File: src/rtl/bus_arbiter_pkg.sv
// rtl/bus_arbiter_pkg.sv - shared state encodings for the bus arbiter control unit
package bus_arbiter_pkg;

    typedef logic [1:0] arb_state_t;

    localparam logic [1:0] ST_IDLE  = 2'b00;
    localparam logic [1:0] ST_GRANT = 2'b01;
    localparam logic [1:0] ST_TURN  = 2'b10;

endpackage

File: src/rtl/bus_arbiter_if.sv
// rtl/bus_arbiter_if.sv - request/grant bundle between requesters and the bus arbiter
interface bus_arbiter_if #(
    parameter int WIDTH = 3
);
    localparam int N = 2 ** WIDTH;

    logic [N-1:0]     req;
    logic [WIDTH-1:0] select;
    logic             EN;
    logic [N-1:0]     gnt;
    logic             timeout;

    // arbiter side
    modport master (
        input  req,
        output select,
        output EN,
        output gnt,
        output timeout
    );

    // requester / bus side
    modport slave (
        output req,
        input  select,
        input  EN,
        input  gnt,
        input  timeout
    );
endinterface

File: src/rtl/bus_arbiter_rr_pick.sv
// rtl/bus_arbiter_rr_pick.sv - combinational round-robin search starting after the last owner
module rr_pick #(
    parameter int WIDTH = 3
) (
    input  logic [2**WIDTH-1:0] req,
    input  logic [WIDTH-1:0]    last,
    output logic [WIDTH-1:0]    winner,
    output logic                valid
);
    localparam int N = 2 ** WIDTH;

    logic [WIDTH-1:0] idx;

    // Index arithmetic is WIDTH bits wide, so last+i wraps modulo N for free.
    always_comb begin
        winner = '0;
        valid  = 1'b0;
        idx    = '0;
        for (int i = 1; i <= N; i++) begin
            idx = last + WIDTH'(i);
            if (!valid && req[idx]) begin
                winner = idx;
                valid  = 1'b1;
            end
        end
    end
endmodule

File: src/rtl/bus_arbiter.sv
// rtl/bus_arbiter.sv - round-robin bus arbiter with mandatory turnaround cycle
// Optional grant timeout enabled by defining BUS_ARBITER_TIMEOUT_EN.
module bus_arbiter
    import bus_arbiter_pkg::*;
#(
    parameter int WIDTH    = 3,
    parameter int MAX_HOLD = 16
) (
    input  logic          clk,
    input  logic          rst_n,
    bus_arbiter_if.master bus
);
    localparam int N = 2 ** WIDTH;

    arb_state_t       state;
    logic [WIDTH-1:0] last;
    logic [WIDTH-1:0] select_q;
    logic             en_q;
    logic [N-1:0]     gnt_q;
    logic [WIDTH-1:0] winner;
    logic             valid;

    rr_pick #(.WIDTH(WIDTH)) u_pick (
        .req    (bus.req),
        .last   (last),
        .winner (winner),
        .valid  (valid)
    );

`ifdef BUS_ARBITER_TIMEOUT_EN
    localparam int CW = $clog2(MAX_HOLD + 1);
    logic [CW-1:0] hold_cnt;
    logic          timeout_q;

    assign bus.timeout = timeout_q;
`else
    assign bus.timeout = 1'b0;
`endif

    assign bus.select = select_q;
    assign bus.EN     = en_q;
    assign bus.gnt    = gnt_q;

    always_ff @(posedge clk or negedge rst_n) begin
        if (!rst_n) begin
            state    <= ST_IDLE;
            select_q <= '0;
            en_q     <= 1'b0;
            gnt_q    <= '0;
            last     <= WIDTH'(N - 1);
`ifdef BUS_ARBITER_TIMEOUT_EN
            hold_cnt  <= '0;
            timeout_q <= 1'b0;
`endif
        end else begin
`ifdef BUS_ARBITER_TIMEOUT_EN
            timeout_q <= 1'b0;
`endif
            case (state)
                ST_GRANT: begin
                    if (!bus.req[select_q]) begin
                        state <= ST_TURN;
                        en_q  <= 1'b0;
                        gnt_q <= '0;
                        last  <= select_q;
`ifdef BUS_ARBITER_TIMEOUT_EN
                        hold_cnt <= '0;
                    end else if (hold_cnt == CW'(MAX_HOLD)) begin
                        // Owner still requesting: revoke and pulse timeout during TURN.
                        state     <= ST_TURN;
                        en_q      <= 1'b0;
                        gnt_q     <= '0;
                        last      <= select_q;
                        hold_cnt  <= '0;
                        timeout_q <= 1'b1;
                    end else begin
                        hold_cnt <= hold_cnt + CW'(1);
`endif
                    end
                end
                default: begin
                    if (valid) begin
                        state    <= ST_GRANT;
                        select_q <= winner;
                        en_q     <= 1'b1;
                        gnt_q    <= N'(1) << winner;
`ifdef BUS_ARBITER_TIMEOUT_EN
                        hold_cnt <= CW'(1);
`endif
                    end else begin
                        state <= ST_IDLE;
                        en_q  <= 1'b0;
                        gnt_q <= '0;
                    end
                end
            endcase
        end
    end
endmodule

File: src/flat_wrapper.sv
// flat-port wrapper written by rule: the top's interface ports become plain ports
module bus_arbiter_flat import bus_arbiter_pkg::*;
#(
    parameter int WIDTH    = 3,
    parameter int MAX_HOLD = 16
)
  (clk, rst_n, bus_req, bus_select, bus_EN, bus_gnt, bus_timeout);
  bus_arbiter_if #(.WIDTH(WIDTH)) bus_i ();
  input  logic clk;
  input  logic rst_n;
  input wire logic [$bits(bus_i.req)-1:0] bus_req;
  output wire logic [$bits(bus_i.select)-1:0] bus_select;
  output wire logic [$bits(bus_i.EN)-1:0] bus_EN;
  output wire logic [$bits(bus_i.gnt)-1:0] bus_gnt;
  output wire logic [$bits(bus_i.timeout)-1:0] bus_timeout;
  assign bus_i.req = bus_req;
  assign bus_select = bus_i.select;
  assign bus_EN = bus_i.EN;
  assign bus_gnt = bus_i.gnt;
  assign bus_timeout = bus_i.timeout;
  bus_arbiter #(.WIDTH(WIDTH), .MAX_HOLD(MAX_HOLD)) u_core (.clk(clk), .rst_n(rst_n), .bus(bus_i));
endmodule
File: config.mk
export PLATFORM = sky130hd
export DESIGN_NAME = bus_arbiter_flat
export DESIGN_NICKNAME = d
export VERILOG_FILES = /design/src/rtl/bus_arbiter_pkg.sv /design/src/rtl/bus_arbiter_if.sv /design/src/rtl/bus_arbiter_rr_pick.sv /design/src/rtl/bus_arbiter.sv /design/src/flat_wrapper.sv
export SDC_FILE = /design/constraint.sdc
export NUM_CORES = 1
export LEC_CHECK = 0
export ABC_AREA = 1
export CORE_MARGIN = 5
export CORE_UTILIZATION = 54
export DETAILED_ROUTE_END_ITERATION = 7
export PLACE_DENSITY_LB_ADDON = 0.08
export RECOVER_POWER = 25
export SLEW_MARGIN = 10
export SYNTH_ARGS = -nofsm -noshare
export SYNTH_HDL_FRONTEND = slang
export SYNTH_SLANG_ARGS = --single-unit
File: constraint.sdc
create_clock -name clk -period 3.4 [get_ports clk]
set_input_delay 0.68 -clock clk [delete_from_list [all_inputs] [get_ports clk]]
set_output_delay 0.68 -clock clk [all_outputs]
set_load 0.005 [all_outputs]
==> metrics list, run 1 <==
- Startpoint kind of the worst setup timing path: flip-flop
- Timing would allow up to between 300 and 400 MHz.
- Root buffer selected by CTS: sky130_fd_sc_hd__clkbuf_4
- For this run, the register share of the synthesized area comes to 0.273.
- H-tree depth: 1
- A synthesized cell averages between 6 and 7 um2.
* Count of maximum capacitance violations: 0
- Setup slack on the worst reg-to-reg path comes out at between 500 and 600 ps.
- Port buffering added 21 buffers.
* Largest family of logic cells by synthesized area: simple AND/OR/NAND/NOR gates
- During synthesis, Yosys emitted a total of 0 warnings.
- The core region is 2690 um2.
- Via count normalized by instance count: around 5.3
- Setup violations remaining at the end of the flow were counted as 0.
- Vias in the first global route: roughly 1400
- From synthesis to final layout, the design area changed by 15.9%.
- The synthesized-area fraction occupied by ao, oa, aoi and oai cells is 0.0979.
- Number of distinct library cells after synthesis: 28
* Remaining global-route overflow: 0
- Mux share of post-synthesis cell area: 0
- Of the total synthesized cell area, the portion taken by AND, OR, NAND and NOR gates is 0.463.
- At the pin with the least slew margin, the transition time is between 600 and 700 ps.
- Headroom to the max-slew limit came out at 0.539.
* Placement row count: 19
* Worst Path Max Fanout: 11
- Delay of the slowest cell on the worst path: roughly 720 ps
- The initial utilization of the core area, before any placement, comes to 0.552.
- The clock arrives with 2.92 ps of skew.
* Clock Path Buffers: 2
- Register bit count reported by yosys: 16
- Number of nets still failing antenna checks after routing: 0
- Vias: between 1000 and 1500
* Logic depth of the worst register-to-register path: 16
- Endpoint of the most critical register-to-register path: u_core.bus.gnt[4]$_DFFE_PN0P_
- Hold buffer count at CTS: 0
* Slowest-stage cell, CP: sky130_fd_sc_hd__dfstp_2
- Clock buffers created by TritonCTS: 3
* Width of the die: approximately 62 um
* Xor/xnor share of the synthesized area: 0.0354
- In the finished design, the share of the clock period the worst path needs comes to 0.842.
- Start point of the worst hold path: u_core.bus.gnt[1]$_DFFE_PN0P_
* Vertical die dimension: ~62 um
- Count of unresolved DRC violations after routing: 0
* Antenna Cells: 0
* Critical-path cell list: inv_2, ha_1, inv_1, nand3_1, nand3_2, nand2_4, nor2_4, nand4_2, nor2_4, nand3_1, nand2_1, inv_2, nand2_2, inv_2, nand2_1, nand2_1
* CP Class: flip-flop to flip-flop
- Drt pass-1 iters: 4
- Area of the die: 3890 um2
- Worst Path Arrival: a little over 3000 ps
- For hold timing, the worst endpoint is u_core.bus.gnt[1]$_DFFE_PN0P_.
* Final slew viol count: 0
- Post-route minimum period: between 2000 and 3000 ps
* Clock latency on the worst-skew pair: between 200 and 300 ps
- Hold Violations, Final: 0
- The worst register-to-register path begins at u_core.last[1]$_DFFE_PN1P_.
* Syn_nets: 237
* CTS clk-pin slew, worst paths: roughly 90 ps
* Post-synthesis instance area: approximately 1500 um2
- After detailed routing, the average wire length per cell comes to 12.7 um.
- Proportion of synthesized flip-flops having asynchronous set or reset: 1.00
- Post-CTS setup buffer count: 0
- In the layout the commonest cells are sky130_fd_sc_hd__nand2_1, sky130_fd_sc_hd__nand3_1, sky130_fd_sc_hd__inv_1, sky130_fd_sc_hd__clkdlybuf4s50_1, sky130_fd_sc_hd__nor2_1.
- Summed over all failing endpoints, the final setup total negative slack is 0 ps.
* Layout cells sized above 1: 0.147
- First-pass GRT wire length: 6200 um
- Initial DRC Count: 68
* Worst path required time: 3580 ps
* Run status: finished, final reports clean
* Adder-Cell Fraction of Synth Area: 0.0169
- The path class of the tightest hold or removal check is flip-flop to flip-flop.
- TritonCTS built the clock tree.
- Post-synth EDFFs: 0
* Ports placed on the boundary: 23
* Clk sinks: 16
- The number of antenna violations at the first check in global routing is 0.
* Pin count of the biggest net entering global routing: 17
- Wires add up to between 3000 and 4000 um.
* Number of nets in the final layout: approximately 260
- Post-CTS Resized: 0
- The worst hold path passes through 2 cells.
* Most common library cell in the layout ignoring fill and taps: sky130_fd_sc_hd__nand2_1
- For this run, the leading register cell type out of synthesis is sky130_fd_sc_hd__dfrtp_1.
- Critical path endpoint category: flip-flop
- Cell count after synthesis: about 230
- Detailed placement ended at an HPWL of about 2900 um.
- GP Congestion: just under 0.9
- Setup repair after global routing left no endpoint under its margin.
- Across every metal layer, demand over resource in global routing totals 0.189.
[metal layers]
metal | up-vias | GRT usage | wire length [um]
met5 | - | 0 | 0
met4 | 0 | 0.0557 | 52
met3 | 6 | 0.0270 | 136
met2 | 40 | 0.335 | 1780
met1 | 646 | 0.236 | 1540
li1 | 763 | - | -
[critical path: cells and delay by family, from the launching register on]
kind | cells | cell delay (ps)
simple gates | 11 | 1180
flops | 1 | 720
buf+inv | 4 | 450
fa+ha+maj | 1 | 400
[sequential cells by signal, summed over array words and instances, names as in the netlist]
register / count
u_core.last: 3
u_core.bus.gnt: 8
u_core.state: 2
u_core.bus.select: 3
[logic make-up (layout without fill, tap and decap cells)]
kind of cell	after synthesis	count (layout)
other	1	1
adders and majority gates	2	2
xor gates and xnor gates	3	3
AOI/OAI and AO/OA	24	24
and+or+nand+nor	143	143
buffers and inverters	36	56
DFF	16	16
[Yosys cell counts (2+ instances only)]
| master | instances | area, um2 |
|---|---|---|
| sky130_fd_sc_hd__nor2_1 | 19 | 71.3 |
| sky130_fd_sc_hd__o221ai_1 | 2 | 17.5 |
| sky130_fd_sc_hd__nand3_1 | 30 | 150 |
| sky130_fd_sc_hd__nor2_2 | 3 | 18.8 |
| sky130_fd_sc_hd__dfrtp_1 | 13 | 325 |
| sky130_fd_sc_hd__ha_1 | 2 | 25.0 |
| sky130_fd_sc_hd__o21bai_1 | 5 | 37.5 |
| sky130_fd_sc_hd__buf_4 | 2 | 15.0 |
| sky130_fd_sc_hd__nand2_4 | 2 | 22.5 |
| sky130_fd_sc_hd__dfstp_2 | 3 | 78.8 |
| sky130_fd_sc_hd__inv_1 | 24 | 90.1 |
| sky130_fd_sc_hd__nor2_4 | 2 | 22.5 |
| sky130_fd_sc_hd__o21ai_0 | 13 | 65.1 |
| sky130_fd_sc_hd__inv_2 | 7 | 26.3 |
| sky130_fd_sc_hd__nand3_2 | 7 | 70.1 |
| sky130_fd_sc_hd__nand2_2 | 4 | 25.0 |
| sky130_fd_sc_hd__buf_6 | 3 | 33.8 |
| sky130_fd_sc_hd__nand4_1 | 5 | 31.3 |
| sky130_fd_sc_hd__nand2_1 | 70 | 263 |
[per-stage QoR]
stage	util	worst slack [ps]	hold WS, ps	area [um2]	std cells
after detailed placement	0.626	547	464	1680	272
after global routing	0.640	314	554	1720	276
final	0.640	538	493	1720	276
after global placement	0.626	605	467	1680	272
after CTS	0.640	535	496	1720	276
after floorplan	-	939	384	1480	225
[cell type report]
cell class / instances / area, um2
Timing Repair Buffer: 21 / 210
Clock buffer: 4 / 36.3
Sequential cell: 16 / 404
Fill cell: 254 / 967
Multi-Input combinational cell: 173 / 913
Inverter: 31 / 116
Tap cell: 31 / 38.8
[how the worst max path moves through the flow]
stage | start | cells after the start | slack [ps] | endpoint
floorplan | u_core.last[1]$_DFFE_PN1P_ | 18 | 940 | u_core.bus.gnt[4]$_DFFE_PN0P_
global placement | u_core.last[1]$_DFFE_PN1P_ | 16 | 600 | u_core.bus.gnt[4]$_DFFE_PN0P_
detailed placement | u_core.last[1]$_DFFE_PN1P_ | 16 | 550 | u_core.bus.gnt[4]$_DFFE_PN0P_
CTS | u_core.last[1]$_DFFE_PN1P_ | 16 | 530 | u_core.bus.gnt[4]$_DFFE_PN0P_
global route | u_core.last[1]$_DFFE_PN1P_ | 17 | 310 | u_core.bus.gnt[2]$_DFFE_PN0P_
finish | u_core.last[1]$_DFFE_PN1P_ | 16 | 540 | u_core.bus.gnt[4]$_DFFE_PN0P_
Power of run 1 is not shown: default switching activity piles up to over one toggle a cycle in this logic, so the estimate is an artifact.
==> run 2, diff against run 1 <==
- CORE_UTILIZATION: 54 -> 49
- clock period: 3.4 -> 2.4 ns (I/O delays scaled with it)
==> run 2 against run 1 <==
Effect of this change:
- count of clock-buffer cells in the layout unchanged
- fmax grew 23%
- utilization grew 6.2 points
- critical path type unchanged
- critical path depth is 1 higher
- cell count rose by 13%
- routed wire length rose by 12%
- first-iteration DRC count rose by 4.4%
- clock skew grew 6.2 ps
- hold slack gained 1.6 ps
- non-clock buffer count increased by 33
- setup slack got worse by 470 ps
- final area up 22%
==> metrics list, run 2 (synthesized netlist as in run 1, its figures left out) <==
* Number of antenna violations at the first check in global routing: 0 (unchanged)
- The site row count is 20 (+1).
- The clock slew at the register clock pins of the worst setup and hold paths came to 80 ps (about the same).
- Clock latency on the worst-skew pair: 290 ps (about the same)
- Vias in the first global route: 1483 (+4.1%)
- Most common library cell in the layout ignoring fill and taps: sky130_fd_sc_hd__nand2_1
- Starting Density: 0.498 (-0.0540)
* Count of maximum capacitance violations: 0 (unchanged)
* Worst Path Arrival: 2560 ps (-480 ps)
- The worst register-to-register path begins at u_core.last[1]$_DFFE_PN1P_.
- Ports placed on the boundary: 23 (unchanged)
* Layout cells sized above 1: 0.324 (+0.177)
- The number of cells on the worst reg-to-reg path came to 17 (+1).
- The chip width was 65.0 um (+4.2%).
* Achievable clock frequency: 429 MHz (+23%)
- The buffer depth of the longest clock path came to 2 (unchanged).
- Clk sinks: 16 (unchanged)
* Max FFs per register: 8 (unchanged)
- The top fanout value on the critical path came to 6 (-5).
- The global-route wire length before repair was 6690 um (+8.0%).
- Clock buffers created by TritonCTS: 3 (unchanged)
- Remaining max-slew budget at the tightest pin: 0.544 (+0.00431)
- GP Congestion: 0.841 (-5.8%)
- The number of nets with antenna violations after routing was 0 (unchanged).
- The detailed-routing iteration count for the pre-antenna-repair pass was 4 (unchanged).
- The die outline area is 4230 um2 (+8.5%).
- Total non-filler cell area in the finished layout: 2090 um2 (+22%)
* Remaining global-route overflow: 0 (unchanged)
- Vias: 1588 (+9.1%)
- CP Class: flip-flop to flip-flop
- The area growth from synthesis to layout is 40.9%.
* Antenna Cells: 0 (unchanged)
* Via count normalized by instance count: 5.11 (-3.1%)
* Count of unresolved DRC violations after routing: 0 (unchanged)
- The tree is rooted in a sky130_fd_sc_hd__clkbuf_4.
- Leading cell types in the layout, fill and taps excluded: sky130_fd_sc_hd__nand2_1, sky130_fd_sc_hd__buf_4, sky130_fd_sc_hd__nand3_1, sky130_fd_sc_hd__inv_1, sky130_fd_sc_hd__clkdlybuf4s50_1
* Number of nets in the final layout: 291 (+13%)
- The placeable core region is 2980 um2 (+11%).
- The setup slack on the worst flop-to-flop path was 70 ps (-470 ps).
- Pin count of the biggest net entering global routing: 17 (unchanged)
* Final-report setup violation count: 0 (unchanged)
- The portion of the clock cycle consumed by the worst path in the final layout came to 0.971 (+0.129).
- The number of hold violations in the final report came to 0 (unchanged).
* Endpoint of the most critical register-to-register path: u_core.bus.gnt[1]$_DFFE_PN0P_
- Setup repair after global routing could not meet its margin everywhere.
- The number of max-slew violations in the final report was 0 (unchanged).
- Avg WL per Cell: 12.6 um (-0.73%)
- The global-route usage over all layers came to 0.202 (+0.0124).
- Hold buffer count at CTS: 0 (unchanged)
- The die height came to 65.0 um (+4.2%).
* Total cell area at the placement stage: 1890 um2 (+12%)
* Startpoint kind of the worst setup timing path: flip-flop
- Worst hold stages: 2 (unchanged)
- The worst endpoint required time is 2630 ps (-950 ps).
- The minimum clock period after layout was 2330 ps (-532 ps).
- Least-Margin Pin Slew: 682 ps (-6.45 ps)
- The worst setup path is captured at a flip-flop.
- The violation count after the first detailed-route iteration is 71 (+4.4%).
* H-tree depth: 1 (unchanged)
- Clock Skews: 9.14 ps (+6.22 ps)
- Overall routed net length: 3930 um (+12%)
* Total half-perimeter wirelength after legalization and detailed placement: 3080 um (+5.4%)
- Run status: finished, final reports clean
- TritonCTS built the clock tree.
* Worst Hold End: u_core.bus.gnt[4]$_DFFE_PN0P_
- The min-delay analysis places its worst path in the category flip-flop to flip-flop.
- The startpoint identified for the worst hold timing path is u_core.bus.gnt[4]$_DFFE_PN0P_.
* Number of port buffers: 21 (unchanged)
==> run 2: cell types whose count changed in the layout (fill, tap and decap cells not counted), moves of 4 or more <==
cell,previous run,this run
sky130_fd_sc_hd__nand2_2,4,13
sky130_fd_sc_hd__inv_1,24,20
sky130_fd_sc_hd__buf_4,0,31
sky130_fd_sc_hd__nand2_1,70,61
==> run 2: what timing repair did <==
action / in CTS / in global routing
pin swaps: 0 / 13
buffers inserted: 0 / 9
resized for setup: 1 / 29
setup endpoints to repair: 9 / 11
hold endpoints to repair: 0 / 0
==> run 2: layout make-up <==
class | count | area, um2
Clock buffer | 4 | 36.3
Multi-Input combinational cell | 173 | 1020
Inverter | 31 | 119
Fill cell | 262 | 888
Sequential cell | 16 | 408
Tap cell | 33 | 41.3
Timing Repair Buffer | 54 | 469
==> run 2: worst max-delay path by stage <==
stage | start | to | slack [ps] | cells after the start
2_1_floorplan | u_core.last[1]$_DFFE_PN1P_ | u_core.bus.gnt[4]$_DFFE_PN0P_ | 10 | 18
3_3_place_gp | bus_req[7] | u_core.bus.select[1]$_DFFE_PN0P_ | -100 | 15
3_5_place_dp | bus_req[7] | u_core.bus.select[1]$_DFFE_PN0P_ | -90 | 15
4_1_cts | u_core.last[1]$_DFFE_PN1P_ | u_core.bus.gnt[4]$_DFFE_PN0P_ | 2 | 17
5_1_grt | u_core.last[1]$_DFFE_PN1P_ | u_core.bus.gnt[6]$_DFFE_PN0P_ | -150 | 17
6_report | u_core.last[1]$_DFFE_PN1P_ | u_core.bus.gnt[1]$_DFFE_PN0P_ | 70 | 17
==> run 2: per-layer routing <==
layer | routed length, um | track usage
met2 | 2020 | 0.335
met5 | 0 | 0
met4 | 77 | 0.0844
met3 | 118 | 0.0191
met1 | 1720 | 0.266
==> run 2: worst max-delay path, stage by stage (launching register included) <==
cell and delay (ps):
sky130_fd_sc_hd__dfstp_2 570, sky130_fd_sc_hd__inv_2 60, sky130_fd_sc_hd__ha_4 300, sky130_fd_sc_hd__inv_4 60
sky130_fd_sc_hd__nand3_2 80, sky130_fd_sc_hd__nand3_2 100, sky130_fd_sc_hd__nand2_4 110, sky130_fd_sc_hd__nor2_4 40
sky130_fd_sc_hd__buf_4 130, sky130_fd_sc_hd__nand2_1 50, sky130_fd_sc_hd__nor2_1 40, sky130_fd_sc_hd__nor2_1 80
sky130_fd_sc_hd__nand3_1 110, sky130_fd_sc_hd__nor2_2 160, sky130_fd_sc_hd__nand3_4 140, sky130_fd_sc_hd__nor2_2 120
sky130_fd_sc_hd__nand2_1 60, sky130_fd_sc_hd__nand2_1 50
==> run 2: stage by stage <==
step | setup slack (ps) | instances | hold WS [ps] | utilization | setup TNS (ps)
finish | 69.3 | 311 | 495 | 0.702 | 0
global route | -152 | 311 | 553 | 0.702 | -1050
CTS | 2.15 | 302 | 496 | 0.647 | 0
detailed placement | -93.6 | 298 | 469 | 0.634 | -600
global placement | -97.0 | 298 | 469 | 0.634 | -487
floorplan | 11.1 | 225 | 184 | - | 0
Power of run 2 is left out for the same reason.
==> run 3, diff against run 2 <==
- CORE_ASPECT_RATIO: unset -> 1.4
==> run 3 against run 2 <==
Effect of this change:
- clock skew decreased by 7.1 ps
- utilization increased by 5.7 points
- count of clock-buffer cells in the layout unchanged
==> metrics list, run 3 (synthesized netlist as in run 1, its figures left out) <==
- H-tree depth: 1 (unchanged)
* Via count normalized by instance count: 5.29 (+3.7%)
- The detailed placement HPWL was 3340 um (+8.4%).
* Number of nets still failing antenna checks after routing: 0 (unchanged)
- The most critical setup path has its startpoint at u_core.last[0]$_DFFE_PN1P_.
- The average wire length per cell after detail routing was 13.7 um (+8.0%).
- The data arrival time at the worst-slack endpoint was 2510 ps (-50 ps).
- The detailed-routing iteration count for the pre-antenna-repair pass is 4 (unchanged).
- Vias: 1662 (+4.7%)
- The slew of the pin with the lowest slew margin was 688 ps (+5.97 ps).
- Period utilization: 0.992 (+0.0209)
- Critical path endpoint category: flip-flop
* Layout cells sized above 1: 0.357 (+0.0337)
- The post-route cell area was 2180 um2 (+4.5%).
* Unrepaired setup endpoints after global routing: yes
- Initial DRC Count: 31 (-56%)
* Hold crit path type: flip-flop to flip-flop
- Ports placed on the boundary: 23 (unchanged)
- Clock Skews: 2.03 ps (-7.10 ps)
* Clock buffers created by TritonCTS: 3 (unchanged)
- Number of nets in the final layout: 290 (-0.34%)
- Max FFs per register: 8 (unchanged)
- Number of antenna violations at the first check in global routing: 0 (unchanged)
* Vertical die dimension: 75.1 um (+16%)
- The initial cell density of the core is 0.515 (+0.0173).
- Number of port buffers: 21 (unchanged)
- Width of the die: 56.5 um (-13%)
* Achievable clock frequency: 420 MHz (-2.1%)
- The antenna cell count was 0 (unchanged).
- Highest metal layer with signal wires: met4
* Vias in the first global route: 1533 (+3.4%)
- The clock slew at the register clock pins of the worst setup and hold paths is 60 ps (-20 ps).
- Final-report setup violation count: 0 (unchanged)
- CP Class: flip-flop to flip-flop
* CTS tree: yes
- The worst hold path cell count is 2 (unchanged).
- Count of unresolved DRC violations after routing: 0 (unchanged)
- The library cell used most frequently in the layout, excluding fill and tap cells, is sky130_fd_sc_hd__nand2_1.
- Wire length on met2: 2430 um (+20%)
* Remaining max-slew budget at the tightest pin: 0.540 (-0.00399)
- The flow ran to the end, and the final reports show no timing, DRC or antenna violations.
* Leading cell types in the layout, fill and taps excluded: sky130_fd_sc_hd__nand2_1, sky130_fd_sc_hd__buf_4, sky130_fd_sc_hd__nand3_1, sky130_fd_sc_hd__inv_1, sky130_fd_sc_hd__clkdlybuf4s50_1
- The site row count came to 23 (+15%).
- The cell area after placement was 1880 um2 (-0.13%).
- The buffer depth of the longest clock path is 2 (unchanged).
* Post-route minimum period: 2380 ps (+50.1 ps)
- Clock latency on the worst-skew pair: 240 ps (-50 ps)
* First-pass GRT wire length: 6690 um (unchanged)
- GP Congestion: 0.851 (+1.1%)
- Logic depth of the worst register-to-register path: 16 (-1)
- Tot GR Track Use: 0.201 (-0.000448)
* Final slew viol count: 0 (unchanged)
* Clk sinks: 16 (unchanged)
- Area grow syn2layout: 47.3%
- The remaining global-route overflow is 0 (unchanged).
- The utilization after layout is 0.759 (+0.0570).
* Count of maximum capacitance violations: 0 (unchanged)
- Startpoint kind of the worst setup timing path: flip-flop
- Root buffer selected by CTS: sky130_fd_sc_hd__clkbuf_8
- Start point of the worst hold path: u_core.bus.gnt[0]$_DFFE_PN0P_
- The number of hold violations in the final report is 0 (unchanged).
- The maximum number of pins on one net before global-route repair came to 17 (unchanged).
- The worst register-to-register path begins at u_core.last[0]$_DFFE_PN1P_.
* Area of the die: 4240 um2 (+0.38%)
- Sum of routed wire segments on met1: 1610 um (-6.6%)
- The total of hold buffers inserted after clock tree synthesis is 0 (unchanged).
* Overall routed net length: 4290 um (+9.1%)
- The top fanout value on the critical path was 7 (+1).
- The detailed-routed wire length on met3 is 160 um (+36%).
- Worst path required time: 2530 ps (-100 ps)
- Core box area: 2880 um2 (-3.4%)
[run 3: changes by cell type in the layout (fill, tap and decap cells not counted), moves of 2 or more]
cell	delta
sky130_fd_sc_hd__buf_4	-3
sky130_fd_sc_hd__o21ai_2	+2
sky130_fd_sc_hd__nand2_2	+3
sky130_fd_sc_hd__clkbuf_8	+3
sky130_fd_sc_hd__nand3_2	+2
sky130_fd_sc_hd__nand3_1	-3
sky130_fd_sc_hd__o21ai_1	-2
sky130_fd_sc_hd__nand2_1	-4
sky130_fd_sc_hd__clkbuf_4	-3
[run 3: worst paths after layout]
kind                       slack (ps)                            end
min                               490  u_core.bus.gnt[0]$_DFFE_PN0P_
max                                20  u_core.bus.gnt[0]$_DFFE_PN0P_
max reg2reg                        20  u_core.bus.gnt[0]$_DFFE_PN0P_
max in group asynchronous        1240    u_core.state[0]$_DFFE_PN0P_
min in group asynchronous         720  u_core.bus.gnt[6]$_DFFE_PN0P_
min reg2reg                       490  u_core.bus.gnt[0]$_DFFE_PN0P_
[run 3: worst max-delay path: stages, from the launching register on]
cell and delay [ps]:
sky130_fd_sc_hd__dfstp_2 550, sky130_fd_sc_hd__inv_2 60, sky130_fd_sc_hd__ha_4 330, sky130_fd_sc_hd__nand3_1 120
sky130_fd_sc_hd__nand2_2 110, sky130_fd_sc_hd__nand2_2 70, sky130_fd_sc_hd__nand2_4 110, sky130_fd_sc_hd__buf_4 130
sky130_fd_sc_hd__nand4_4 100, sky130_fd_sc_hd__nor2_4 150, sky130_fd_sc_hd__nand3_1 100, sky130_fd_sc_hd__nand2_2 90
sky130_fd_sc_hd__inv_2 80, sky130_fd_sc_hd__nand3_2 110, sky130_fd_sc_hd__inv_2 40, sky130_fd_sc_hd__nand2_1 60
sky130_fd_sc_hd__nand2_1 50
[run 3: what timing repair did]
item                                   4_1_cts  5_1_grt
gates cloned                                 0        0
pin swaps                                    0       19
endpoints found under the hold margin        0        0
setup buffers                                0        9
setup endpoints to repair                   11       11
gates resized for setup                      1       46
[run 3: metal layers]
layer	vias up	track usage
met4	0	0.0950
met5	-	0
met1	775	0.223
met2	45	0.388
met3	12	0.0137
li1	830	-
[run 3: stage by stage]
step / std cells / hold slack (ps) / setup WS (ps) / TNS, ps
2_1_floorplan: 225 / 184 / 11.1 / 0
3_3_place_gp: 301 / 466 / -90.3 / -510
3_5_place_dp: 301 / 474 / -76.8 / -535
4_1_cts: 305 / 493 / 2.24 / 0
5_1_grt: 314 / 545 / -155 / -996
6_report: 314 / 492 / 19.3 / 0
[run 3: cell type report]
type | count | area (um2)
inverters | 31 | 121
flip-flops and latches | 16 | 408
clock buffers | 4 | 55.1
fillers | 230 | 694
well taps | 37 | 46.3
multi-input cells | 173 | 1080
repair buffers | 53 | 473
Power of run 3 is left out for the same reason.
